==> config.mk <==
export PLATFORM = sky130hd
export DESIGN_NAME = ps2_pad_responder
export DESIGN_NICKNAME = d
export VERILOG_FILES = /design/src/rtl/ps2_pad_responder.sv
export SDC_FILE = /design/constraint.sdc
export NUM_CORES = 1
export LEC_CHECK = 0
export BUFFER_PORTS_ARGS = -buffer_cell sky130_fd_sc_hd__buf_2
export CORE_ASPECT_RATIO = 2
export CORE_MARGIN = 3
export CORE_UTILIZATION = 40
export CTS_CLUSTER_SIZE = 20
export DETAILED_ROUTE_END_ITERATION = 10
export PLACE_DENSITY = 0.63
export SLEW_MARGIN = 20
export SYNTH_ARGS = -nofsm -noshare
export SYNTH_HDL_FRONTEND = slang
export SYNTH_SLANG_ARGS = --single-unit
==> constraint.sdc <==
create_clock -name clk -period 3.4 [get_ports clk]
set_input_delay 0.17 -clock clk [delete_from_list [all_inputs] [get_ports clk]]
set_output_delay 0.17 -clock clk [all_outputs]
set_load 0.05 [all_outputs]
==> src/rtl/ps2_pad_responder.sv <==
// ps2_pad_responder: device-side PS2 pad model answering a host poll.
// Define PS2_PAD_ANALOG_EN for the 9-byte analog frame; default is digital.
module ps2_pad_responder #(
  parameter int ACK_DELAY   = 40,
  parameter int ACK_WIDTH   = 80,
  parameter int SYNC_STAGES = 2
) (
  input  logic        clk,
  input  logic        rst,
  input  logic        scs,
  input  logic        sclk,
  input  logic        cmd,
  output logic        sdo,
  output logic        ack_n,
  input  logic [15:0] buttons,
  input  logic [7:0]  stick_rx,
  input  logic [7:0]  stick_ry,
  input  logic [7:0]  stick_lx,
  input  logic [7:0]  stick_ly,
  output logic        busy,
  output logic        frame_done,
  output logic        bad_cmd
);

`ifdef PS2_PAD_ANALOG_EN
  localparam logic [7:0] PAD_ID = 8'h73;
  localparam logic [3:0] LAST   = 4'd8;
`else
  localparam logic [7:0] PAD_ID = 8'h41;
  localparam logic [3:0] LAST   = 4'd4;
`endif

  localparam logic [15:0] DLY_LD = 16'(ACK_DELAY - 1);
  localparam logic [15:0] WID_LD = 16'(ACK_WIDTH - 1);

  typedef enum logic [1:0] {
    S_IDLE,
    S_XFER,
    S_IGNORE
  } state_t;

  typedef enum logic [1:0] {
    A_IDLE,
    A_WAIT,
    A_LOW
  } ack_t;

  logic [SYNC_STAGES-1:0] scs_q, sclk_q, cmd_q;
  logic scs_s, sclk_s, cmd_s;
  logic scs_d, sclk_d;
  logic scs_fall, scs_rise, sclk_fall, sclk_rise;

  state_t      state, state_n;
  ack_t        ack_st, ack_st_n;
  logic [15:0] ack_cnt, ack_cnt_n;
  logic [3:0]  byte_idx, byte_n, byte_inc;
  logic [2:0]  bit_idx, bit_n;
  logic [7:0]  tx, tx_n, resp_byte, rx_full;
  logic [6:0]  rx, rx_n;
  logic        sdo_n, ack_n_n, busy_n, fd_n, bad_n;
  logic        snap_ld;
  logic [15:0] btn_snap;

  // Input synchronizers plus one delay stage for edge detection
  always_ff @(posedge clk or negedge rst) begin
    if (!rst) begin
      scs_q  <= '1;
      sclk_q <= '1;
      cmd_q  <= '1;
      scs_d  <= 1'b1;
      sclk_d <= 1'b1;
    end else begin
      scs_q  <= {scs_q[SYNC_STAGES-2:0], scs};
      sclk_q <= {sclk_q[SYNC_STAGES-2:0], sclk};
      cmd_q  <= {cmd_q[SYNC_STAGES-2:0], cmd};
      scs_d  <= scs_s;
      sclk_d <= sclk_s;
    end
  end

  assign scs_s     = scs_q[SYNC_STAGES-1];
  assign sclk_s    = sclk_q[SYNC_STAGES-1];
  assign cmd_s     = cmd_q[SYNC_STAGES-1];
  assign scs_fall  = scs_d & ~scs_s;
  assign scs_rise  = ~scs_d & scs_s;
  assign sclk_fall = sclk_d & ~sclk_s;
  assign sclk_rise = ~sclk_d & sclk_s;

  assign byte_inc = (byte_idx == 4'hF) ? 4'hF : byte_idx + 4'd1;
  assign rx_full  = {cmd_s, rx};

`ifdef PS2_PAD_ANALOG_EN
  logic [7:0] rx_snap, ry_snap, lx_snap, ly_snap;

  // Frame-coherent snapshot of buttons and sticks
  always_ff @(posedge clk or negedge rst) begin
    if (!rst) begin
      btn_snap <= '0;
      rx_snap  <= '0;
      ry_snap  <= '0;
      lx_snap  <= '0;
      ly_snap  <= '0;
    end else if (snap_ld) begin
      btn_snap <= buttons;
      rx_snap  <= stick_rx;
      ry_snap  <= stick_ry;
      lx_snap  <= stick_lx;
      ly_snap  <= stick_ly;
    end
  end
`else
  logic unused_sticks;
  assign unused_sticks = ^{stick_rx, stick_ry, stick_lx, stick_ly};

  // Frame-coherent snapshot of buttons
  always_ff @(posedge clk or negedge rst) begin
    if (!rst) begin
      btn_snap <= '0;
    end else if (snap_ld) begin
      btn_snap <= buttons;
    end
  end
`endif

  // Response byte for the next byte slot
  always_comb begin
    resp_byte = 8'hFF;
    case (byte_inc)
      4'd1: resp_byte = PAD_ID;
      4'd2: resp_byte = 8'h5A;
      4'd3: resp_byte = ~btn_snap[7:0];
      4'd4: resp_byte = ~btn_snap[15:8];
`ifdef PS2_PAD_ANALOG_EN
      4'd5: resp_byte = rx_snap;
      4'd6: resp_byte = ry_snap;
      4'd7: resp_byte = lx_snap;
      4'd8: resp_byte = ly_snap;
`endif
      default: resp_byte = 8'hFF;
    endcase
  end

  // Frame state, shift registers and ack timer
  always_ff @(posedge clk or negedge rst) begin
    if (!rst) begin
      state      <= S_IDLE;
      ack_st     <= A_IDLE;
      ack_cnt    <= '0;
      byte_idx   <= '0;
      bit_idx    <= '0;
      tx         <= 8'hFF;
      rx         <= '0;
      sdo        <= 1'b1;
      ack_n      <= 1'b1;
      busy       <= 1'b0;
      frame_done <= 1'b0;
      bad_cmd    <= 1'b0;
    end else begin
      state      <= state_n;
      ack_st     <= ack_st_n;
      ack_cnt    <= ack_cnt_n;
      byte_idx   <= byte_n;
      bit_idx    <= bit_n;
      tx         <= tx_n;
      rx         <= rx_n;
      sdo        <= sdo_n;
      ack_n      <= ack_n_n;
      busy       <= busy_n;
      frame_done <= fd_n;
      bad_cmd    <= bad_n;
    end
  end

  // Next-state: ack timer first, then frame control overrides it
  always_comb begin
    state_n   = state;
    ack_st_n  = ack_st;
    ack_cnt_n = ack_cnt;
    byte_n    = byte_idx;
    bit_n     = bit_idx;
    tx_n      = tx;
    rx_n      = rx;
    sdo_n     = sdo;
    ack_n_n   = ack_n;
    busy_n    = busy;
    fd_n      = 1'b0;
    bad_n     = 1'b0;
    snap_ld   = 1'b0;

    unique case (ack_st)
      A_WAIT: begin
        if (ack_cnt == '0) begin
          ack_n_n   = 1'b0;
          ack_st_n  = A_LOW;
          ack_cnt_n = WID_LD;
        end else begin
          ack_cnt_n = ack_cnt - 16'd1;
        end
      end
      A_LOW: begin
        if (ack_cnt == '0) begin
          ack_n_n  = 1'b1;
          ack_st_n = A_IDLE;
        end else begin
          ack_cnt_n = ack_cnt - 16'd1;
        end
      end
      default: ;
    endcase

    if (scs_rise) begin
      state_n  = S_IDLE;
      sdo_n    = 1'b1;
      ack_n_n  = 1'b1;
      ack_st_n = A_IDLE;
      busy_n   = 1'b0;
      byte_n   = '0;
      bit_n    = '0;
      fd_n     = (state == S_XFER) && (byte_idx > LAST) &&
                 (bit_idx == 3'd0);
    end else begin
      unique case (state)
        S_IDLE: begin
          if (scs_fall) begin
            state_n = S_XFER;
            snap_ld = 1'b1;
            byte_n  = '0;
            bit_n   = '0;
            busy_n  = 1'b1;
            tx_n    = 8'hFF;
            sdo_n   = 1'b1;
          end
        end
        S_XFER: begin
          if (sclk_fall) begin
            sdo_n = tx[bit_idx];
          end else if (sclk_rise) begin
            rx_n  = {cmd_s, rx[6:1]};
            bit_n = bit_idx + 3'd1;
            if (bit_idx == 3'd7) begin
              if ((byte_idx == 4'd0 && rx_full != 8'h01) ||
                  (byte_idx == 4'd1 && rx_full != 8'h42)) begin
                bad_n    = 1'b1;
                state_n  = S_IGNORE;
                sdo_n    = 1'b1;
                ack_n_n  = 1'b1;
                ack_st_n = A_IDLE;
              end else begin
                byte_n = byte_inc;
                tx_n   = resp_byte;
                if (byte_idx < LAST) begin
                  ack_st_n  = A_WAIT;
                  ack_cnt_n = DLY_LD;
                  ack_n_n   = 1'b1;
                end
              end
            end
          end
        end
        S_IGNORE: begin
          sdo_n   = 1'b1;
          ack_n_n = 1'b1;
        end
        default: state_n = S_IDLE;
      endcase
    end
  end

endmodule
Yosys cells after proc, flatten, opt, wreduce, memory -nomap -nowiden
Index checks and enable logic that the tools add are counted.

Flip-flop bits (word level): 71. Latch bits: 0. Bits in writable memories: 0. ROM bits: 0. Input bits: 53. Output and inout port bits: 5. Logic and storage cells: 163. Memories: 0.

Add/subtract/negate cells: 3. Multipliers: 0. Div/mod/pow operators: 0. Order comparisons: 3. Eq/ne operators: 28. Shifts and indexed selects: 0. Muxes and demuxes: 78. Bitwise operators: 12. Reduce and logical (&&, ||, !) cells: 21.

Operators with widths (number): 16-bit 2-to-1 mux (9); 8-bit 2-to-1 mux (5); 16-bit case mux with 2 select lines (1); 8-bit case mux with 4 select lines (1); 2-bit 2-to-1 mux (15); 4-bit 2-to-1 mux (7); 1-bit 2-to-1 mux (27); 16-bit zero test (1); 8-bit NOT (2); 8-bit case mux with 2 select lines (1); 16-bit by 1-bit subtractor with 16-bit output (second input constant) (1); 3-bit 2-to-1 mux (4); 3-bit != test (second input constant) (4); 6-bit AND reduction (2); 2-bit != test (second input constant) (5); 4-bit by 1-bit == test with 1-bit output (second input constant) (2); 4-bit by 2-bit == test with 1-bit output (second input constant) (2); 4-bit by 3-bit != test with 1-bit output (second input constant) (2); 8-bit by 1-bit != test with 1-bit output (second input constant) (1); 8-bit by 7-bit != test with 1-bit output (second input constant) (1); 4-bit case mux with 2 select lines (1); 4-bit AND reduction (2); 7-bit AND reduction (1); 3-bit by 2-bit != test with 1-bit output (second input constant) (2); 30 further kinds (46).

Logic depth before layout (Yosys ltp)
Gate-level depths: netlist of the first run.

Depth in word-level cells: 10. Depth in mapped cells: 9. Depth with buffers taken out: 8.

Worst setup path after synthesis of the first run
OpenSTA, ideal clock, no wires.

Path type: register -> register. From: reg byte_idx[0]. To: reg ack_cnt[12]. Setup time: 149 ps. Arrival time: 2301 ps. Data required time: 3251 ps. Path slack: 950 ps. Stages on the path, launching flop included: 8. Path buffers: 0. Clock period less this slack: 2450 ps. Path through: dfrtp_1 -> inv_1 -> ha_1 -> or4bb_1 -> a211oi_1 -> nor4_1 -> nor4_2 -> nor2_1.

Longest elaborated chain between the ends: 9. Elaborated cells between the ends (all ways): 13. Classes of those cells: order compare (1); eq/ne (1); mux (7); reduce/logical (4).

Ends and longest elaborated chain: start, declared (line 56) `logic [3:0] byte_idx, byte_n, byte_inc;`; start signal, assigned (line 162) `byte_idx <= byte_n;`; branches (longest 3 deep; another with 4-bit by 3-bit < comparator with 1-bit output); 16-bit 2-to-1 mux (*) (line 241) `if ((byte_idx == 4'd0 && rx_full != 8'h01) ||`; 16-bit 2-to-1 mux (*) (line 240) `if (bit_idx == 3'd7) begin`; 16-bit 2-to-1 mux (*) (line 237) `end else if (sclk_rise) begin`; 16-bit 2-to-1 mux (*) (line 235) `if (sclk_fall) begin`; 16-bit 2-to-1 mux (*) (line 222) `unique case (state)`; 16-bit 2-to-1 mux (*) (line 211) `if (scs_rise) begin`; via ack_cnt_n[12] (line 55) `logic [15:0] ack_cnt, ack_cnt_n;`; end signal, assigned (line 161) `ack_cnt <= ack_cnt_n;`; end, declared (line 55).

Mark *: on every way through the listed nets, which the timed path passes. A chain may end at the register's enable or synchronous reset.

Worst setup path after layout of the first run
From: reg byte_idx[0]. To: reg tx[0].

Longest elaborated chain between the ends: 9. Elaborated cells between the ends (all ways): 20. Classes of those cells: add/sub (1); eq/ne (7); mux (7); reduce/logical (5).

Ends and longest elaborated chain: 4-bit by 1-bit adder with 4-bit output or 4-bit == test (tied branches) (line 89) `assign byte_inc = (byte_idx == 4'hF) ? 4'hF : byte_idx + 4'd1;`; 4-bit 2-to-1 mux (line 89); 4-bit by 3-bit == test with 1-bit output, or another cell as far along (line 128) `case (byte_inc)`; 8-bit case mux with 4 select lines (line 128); 8-bit 2-to-1 mux (line 241); 8-bit 2-to-1 mux (line 240); 8-bit 2-to-1 mux (line 237); 8-bit 2-to-1 mux (line 235); 8-bit case mux with 2 select lines (line 222); end signal, assigned (line 164) `tx <= tx_n;`; end, declared (line 58) `logic [7:0] tx, tx_n, resp_byte, rx_full;`.

Parallel ways exist; a longest one is shown, timed or not. The select of a mux whose other input is x is not followed.

==> results of run 1 <==
==> how the worst max path moves through the flow <==
stage | cells past startpoint | from | to
floorplan | 7 | byte_idx[0] | ack_cnt[12]
global placement | 7 | byte_idx[0] | tx[0]
detailed placement | 7 | byte_idx[0] | tx[0]
CTS | 7 | byte_idx[0] | tx[0]
global route | 7 | byte_idx[0] | tx[6]
finish | 7 | byte_idx[0] | tx[0]
==> worst register-to-register path, stage by stage, from the launching register on <==
cell and delay (ns):
dfrtp_1 0.48, inv_1 0.14, ha_1 0.26, or4bb_1 0.50, a211oi_1 0.47, or4_1 0.41
o211ai_1 0.25, o32a_1 0.41
==> flip-flops by register name, summed over array words and instances, names as in the netlist <==
register / count
ack_cnt: 16
btn_snap: 16
tx: 8
rx: 7
byte_idx: 4
bit_idx: 3
ack_st: 2
cmd_q: 2
sclk_q: 2
scs_q: 2
state: 2
ack_n: 1
bad_cmd: 1
busy: 1
frame_done: 1
sclk_d: 1
scs_d: 1
sdo: 1
==> power groups by stage <==
stage	clock (uW)	sequential [uW]	combinational, uW
after floorplan	0	1160	378
after global placement	0	1150	530
after detailed placement	0	1160	543
after CTS	1180	1140	548
after global routing	1220	1160	609
final	1160	1140	542
==> layer usage <==
metal / GRT usage [%] / share of wire (%) / wire length (um) / vias up
li1: - / - / - / 1483
met1: 18.62 / 36 / 3242 / 1486
met2: 29.85 / 56 / 4959 / 74
met3: 3.734 / 3.4 / 305 / 28
met4: 10.33 / 4.3 / 386 / 0
met5: 0 / 0 / 0 / -
==> cell usage after synthesis, drive strengths merged (2+ instances only) <==
library cell   n  area, um^2
mux4           2       45.04
nor3b          5       37.54
o211ai         6       45.04
a311oi         2       17.52
o32a           2       20.02
nor2b          6       37.54
dfstp         18       473.0
a22oi          3       22.52
o311ai         2       17.52
or4            9       78.82
a21oi         23       118.9
inv           23       86.33
nand2         23       86.33
nor4           8       68.82
or4b           3       30.03
or2            3       18.77
a211o          2       17.52
or3            6       37.54
o22ai         10       62.56
nand4          3       18.77
mux2          23       259.0
ha            17       212.7
o22a           6       52.55
clkbuf        13       48.80
nor3           6       30.03
and3b          3       26.28
nand2b         3       18.77
dfrtp         53        1326
a31oi          7       43.79
o21bai         3       22.52
nor2          27       101.4
a21o           2       15.01
o21ai         23       115.1
nand3          7       35.03
nand3b         4       30.03
o31ai          2       15.01
==> layout make-up <==
| cell class | count | area [um^2] |
|---|---|---|
| Clock inverter | 7 | 145.1 |
| Sequential cell | 71 | 1799 |
| Tap cell | 130 | 162.7 |
| Inverter | 23 | 86.33 |
| Multi-Input combinational cell | 272 | 1953 |
| Timing Repair Buffer | 37 | 225.2 |
| Clock buffer | 9 | 225.2 |
| Fill cell | 900 | 4850 |
==> kinds of logic after synthesis <==
family / Yosys count
buffers and inverters: 37
and+or+nand+nor: 123
adders and majority gates: 17
DFF: 71
AOI/OAI and AO/OA: 106
muxes: 26
==> metrics by stage <==
step	setup WS [ns]	utilization [%]	hold WS (ns)
global route	0.2505	48.66	0.05947
detailed placement	0.3892	44.32	0.1961
CTS	0.3778	48.66	0.05315
floorplan	0.9504	-	-0.1256
finish	0.4168	48.66	0.06091
global placement	0.4184	44.32	0.1891
==> summary.txt, run 1 <==
Status
  • Outcome: completed

Placed design
  • Placed Instances: 529
  • Detailed-placement wirelength estimate: 6546 um
  • Port bufs: 25
  • GP Congestion: 0.9110
  • Placed cell areas: 4187 um^2

Logic synthesis
  • Yosys warning total: 0
  • Netlist area before placement: 3892 um^2
  • Cells after synthesis: 380
  • Mean cell area of the mapped netlist: 10.24 um^2
  • Mux cell area share after synthesis: 8.068%
  • Post-synthesis register bit count: 71
  • Simple-gate share of the synthesized area: 18.42%
  • Area fraction in compound gates after synthesis: 18.23%
  • Xor/xnor share of the synthesized area: 0%
  • Main combinational cell family by area after synthesis: simple AND/OR/NAND/NOR gates
  • Number of flops mapped to enable cells by yosys: 0
  • Dominant synthesized flop cell: dfrtp_1
  • Share of synthesized cell area in full adder, half adder and majority cells: 5.464%
  • Count of distinct cell types in the synthesized netlist: 64
  • Synthesized Nets: 450
  • Ys async rst share: 100.0%
  • Share of the yosys chip area belonging to registers: 46.22%

Pwr
  • Leakage: 0.001992 uW
  • Reg power frac: 40.1%
  • Combinational Power Share: 19.1%
  • Proportion of power drawn by the clock network: 40.8%
  • Pwr Total: 2844 uW
  • Highest ir drop seen on vdd: 384.3 uV
  • Power per standard cell area: 618.7 nW/um^2
  • Net switching power of the design: 761.7 uW
  • Sw frac: 26.78%
  • Internal power contribution: 2082 uW

STA
  • Final Max Tran Viols: 0
  • Final total negative setup slack: 0 ns
  • Final number of setup-violating endpoints: 0
  • Period minus WS final: 2.983 ns
  • Period utilization: 87.74%
  • Remaining max-slew budget at the tightest pin: 36.86%
  • Worst clock skew on the final layout: 0.007397 ns
  • Final number of hold-violating endpoints: 0
  • Transition time at the pin with the least slew margin: 0.9385 ns
  • Max Clock Freq: 335.2 MHz
  • Setup repair after global routing missed its margin: false

Clocking
  • Post-CTS repair timing setup buffer count: 0
  • TritonCTS clock tree: yes
  • Number of clock sinks seen by CTS: 71
  • H-tree lvl count: 3
  • Master cell of the clock root buffer: clkbuf_16
  • Max Root-Sink Buffers: 2
  • Post-cts gate resize count: 0
  • Worst-Skew Late Latency: 0.33 ns
  • CTS Hold Bufs: 4
  • Number of clock buffers inserted by TritonCTS: 9
  • Clk slew on worst S/H paths: 0.06 ns

Critical path
  • Capturing point of the worst reg2reg path: tx[0]
  • Class of the most critical setup path: register to register
  • CP delay by family, top: compound AO/OA/AOI/OAI gates
  • Worst R2R Path Depth: 7
  • Crit path required time: 3.66 ns
  • Largest stage delay on the critical path: 0.50 ns
  • Worst-path maximum fanout: 9
  • Category of the worst setup path capture point: register
  • Startpoint type of the worst setup path: register
  • Library cell contributing the largest single delay on the critical path: or4bb_1
  • Reg-to-Reg Start: byte_idx[0]
  • Signal arrival time at the worst endpoint: 3.25 ns
  • Ordered cell list for the critical path: inv_1, ha_1, or4bb_1, a211oi_1, or4_1, o211ai_1, o32a_1
  • Register-to-register setup slack: 0.42 ns
  • Sum of buffers and inverters on the critical path: 1

GRT
  • Initial antenna violation count: 0
  • First-pass GRT wire length: 14740 um
  • Total global routing track utilization: 17.46%
  • Number of global-route vias before repair: 3109
  • Congestion Overflow GR: 0
  • Largest net degree at the start of global routing: 49

Route
  • Starting DRC count in detailed routing: 109
  • Number of remaining DRC errors: 0
  • Average wire length per cell after detail routing: 16.20 um
  • Total via count in the routed design: 3071
  • Average vias per placed instance: 5.594
  • Final ANT Viol Nets: 0
  • Drt total wl: 8893 um
  • Number of iterations in the first detailed-routing pass: 5

Floorplan
  • Floorplan Core Area: 9447 um^2
  • Die Ht: 145.5 um
  • Die X-Extent: 75.76 um
  • DIE AREA: 11020 um^2
  • # IOs: 58
  • Starting density of the core: 41.21%
  • Number of placement rows: 50

Final layout
  • Leading cell type in the layout, fill and taps excluded: dfrtp_1
  • Nets: 484
  • Antenna Diode Count: 0
  • Leading cell types in the layout, fill and taps excluded: dfrtp_1 (53), nor2_1 (27), buf_2 (25)
  • Area growth from synthesis to layout: 18.10%
  • Non-filler instance count after layout: 549
  • Post-route cell area: 4597 um^2
  • Layout cells sized above 1: 25.54%

Hold path
  • Path type of the worst min-delay path: primary input to register
  • Cell count of the worst hold path: 2
  • Startpoint of the most critical hold path: buttons[15]
  • Hold endpoint: btn_snap[15]

Flow run
  • Number of maximum-capacitance violations: 0
No activity file was read; power rests on OpenSTA's default activity.
==> run 2, diff against run 1 <==
==> constraint.sdc (replaced) <==
create_clock -name clk -period 3.2 [get_ports clk]
set_input_delay 0.16 -clock clk [delete_from_list [all_inputs] [get_ports clk]]
set_output_delay 0.16 -clock clk [all_outputs]
set_load 0.05 [all_outputs]
==> summary.txt, run 2 (same netlist as run 1, synthesis figures left out) <==
Critical path
  • CP delay by family, top: compound AO/OA/AOI/OAI gates
  • Class of the most critical setup path: register to register
  • Sum of buffers and inverters on the critical path: 1 (unchanged)
  • Library cell contributing the largest single delay on the critical path: or4bb_1
  • Category of the worst setup path capture point: register
  • Register-to-register setup slack: 0.32 ns (-0.09 ns)
  • Ordered cell list for the critical path: inv_1, ha_1, or4bb_1, a211oi_1, or4_1, o211ai_1, o32a_1
  • Signal arrival time at the worst endpoint: 3.13 ns (-0.12 ns)
  • Crit path required time: 3.45 ns (-0.21 ns)
  • Largest stage delay on the critical path: 0.50 ns (about the same)
  • Worst-path maximum fanout: 9 (unchanged)
  • Startpoint type of the worst setup path: register

STA
  • Max Clock Freq: 347.8 MHz (+3.7%)
  • Period utilization: 89.86% (+2.1 points)
  • Setup repair after global routing missed its margin: false
  • Final total negative setup slack: 0 ns (unchanged)
  • Remaining max-slew budget at the tightest pin: 45.99% (+9.1 points)
  • Transition time at the pin with the least slew margin: 0.8101 ns (-0.1284 ns)
  • Period minus WS final: 2.875 ns (-0.1078 ns)
  • Final number of setup-violating endpoints: 0 (unchanged)
  • Final Max Tran Viols: 0 (unchanged)
  • Final worst slack: 0.3246 ns (-0.09225 ns)
  • Worst clock skew on the final layout: 0.005382 ns (-0.002016 ns)
  • Final number of hold-violating endpoints: 0 (unchanged)

Placed design
  • Pre-CTS setup slack: 0.3133 ns (-0.07591 ns)
  • Detailed-placement wirelength estimate: 6582 um (+0.54%)
  • Placed cell areas: 4217 um^2 (+0.72%)
  • GP Congestion: 0.9096 (-0.15%)
  • Port bufs: 25 (unchanged)

Route
  • Final ANT Viol Nets: 0 (unchanged)
  • Total via count in the routed design: 3115 (+1.4%)
  • Drt total wl: 8808 um (-0.96%)
  • Starting DRC count in detailed routing: 85 (-22%)
  • Average vias per placed instance: 5.633 (+0.70%)
  • Number of iterations in the first detailed-routing pass: 4 (-1)
  • Number of remaining DRC errors: 0 (unchanged)
  • Average wire length per cell after detail routing: 15.93 um (-1.7%)

Pwr
  • Reg power frac: 43.0% (+2.9 points)
  • Proportion of power drawn by the clock network: 36.3% (-4.5 points)
  • Combinational Power Share: 20.8% (+1.7 points)
  • Power per standard cell area: 618.3 nW/um^2 (about the same)
  • Highest ir drop seen on vdd: 481.1 uV (+25%)
  • Internal power contribution: 2041 uW (-2.0%)
  • Leakage: 0.001990 uW (about the same)
  • Sw frac: 27.72% (+0.94 points)
  • Net switching power of the design: 782.8 uW (+2.8%)

Floorplan
  • # IOs: 58 (unchanged)
  • Floorplan Core Area: 9447 um^2 (unchanged)
  • Die X-Extent: 75.76 um (unchanged)
  • Die Ht: 145.5 um (unchanged)
  • DIE AREA: 11020 um^2 (unchanged)
  • Starting density of the core: 41.21% (unchanged)
  • Number of placement rows: 50 (unchanged)

GRT
  • Total global routing track utilization: 17.49% (+0.025 points)
  • Number of global-route vias before repair: 3179 (+2.3%)
  • First-pass GRT wire length: 14990 um (+1.7%)
  • Congestion Overflow GR: 0 (unchanged)
  • Largest net degree at the start of global routing: 36 (-27%)
  • Initial antenna violation count: 0 (unchanged)

Clocking
  • Number of clock sinks seen by CTS: 71 (unchanged)
  • Max Root-Sink Buffers: 2 (unchanged)
  • Post-cts gate resize count: 0 (unchanged)
  • Master cell of the clock root buffer: clkbuf_16
  • TritonCTS clock tree: yes
  • CTS Hold Bufs: 4 (unchanged)
  • Number of clock buffers inserted by TritonCTS: 9 (unchanged)
  • Clk slew on worst S/H paths: 0.05 ns (about the same)
  • Worst-Skew Late Latency: 0.33 ns (about the same)
  • H-tree lvl count: 3 (unchanged)
  • Post-CTS repair timing setup buffer count: 0 (unchanged)

Flow run
  • Number of maximum-capacitance violations: 0 (unchanged)

Final layout
  • Layout cells sized above 1: 26.00% (+0.47 points)
  • Antenna Diode Count: 0 (unchanged)
  • Leading cell types in the layout, fill and taps excluded: dfrtp_1 (53), nor2_1 (27), buf_2 (25)
  • Post-route cell area: 4567 um^2 (-0.65%)
  • Largest registers: ack_cnt (16), btn_snap (16), tx (8)
  • Nets: 488 (+0.83%)
  • Leading cell type in the layout, fill and taps excluded: dfrtp_1
  • Area growth from synthesis to layout: 17.33%

Hold path
  • Path type of the worst min-delay path: primary input to register

Status
  • Outcome: completed
run 2: cell count changes in the layout (fill, tap and decap cells not counted):
cell	previous run	this run
buf_4	8	12
clkinv_4	2	0
clkinv_2	0	2
clkbuf_8	0	3
clkinvlp_4	1	0
bufinv_16	4	1
clkbuf_1	0	1
run 2: metal layers:
layer  GRT usage [%]  vias up  part of all wire [%]
met4           7.968        0                   2.9
met5               0        -                     0
met2           31.01       63                    57
met1           18.92     1532                    38
met3           3.389       21                   2.7
li1                -     1499                     -
run 2: worst paths after layout:
path	startpoint	cells past startpoint	endpoint
setup / recovery	byte_idx[0]	7	tx[0]
hold / removal	buttons[0]	2	btn_snap[0]
setup reg to reg	byte_idx[0]	7	tx[0]
hold reg to reg	cmd_q[0]	0	cmd_q[1]
max in group asynchronous	rst	3	cmd_q[0]
min in group asynchronous	rst	2	ack_cnt[6]
run 2: metrics by stage:
step	utilization (%)	power, uW	hold slack (ns)	cells
floorplan	-	1634	-0.1356	380
global placement	44.64	1798	0.2649	533
detailed placement	44.64	1818	0.2661	533
CTS	48.34	2850	0.05149	553
global route	48.34	2970	0.05490	553
finish	48.34	2824	0.05977	553
run 2: area by class of cell:
type / count / area (um^2)
sequential: 71 / 1799
clock buffer: 13 / 270.3
inverter: 23 / 86.33
multi-input combinational: 272 / 1953
clock inverter: 3 / 40.04
tap: 130 / 162.7
fill: 899 / 4880
timing repair buffer: 41 / 255.2
run 2: power groups by stage:
stage / registers (uW) / logic, uW / clock network (uW)
6_report: 1210 / 586 / 1020
5_1_grt: 1240 / 654 / 1070
4_1_cts: 1220 / 593 / 1040
3_5_place_dp: 1230 / 586 / 0
3_3_place_gp: 1220 / 573 / 0
2_1_floorplan: 1230 / 402 / 0
run 2: worst reg2reg max path, cell delays in order, from the launching register on:
cell and delay (ns):
dfrtp_1 0.47, inv_1 0.13, ha_1 0.26, or4bb_1 0.50, a211oi_1 0.39, or4_1 0.40, o211ai_1 0.26, o32a_1 0.40
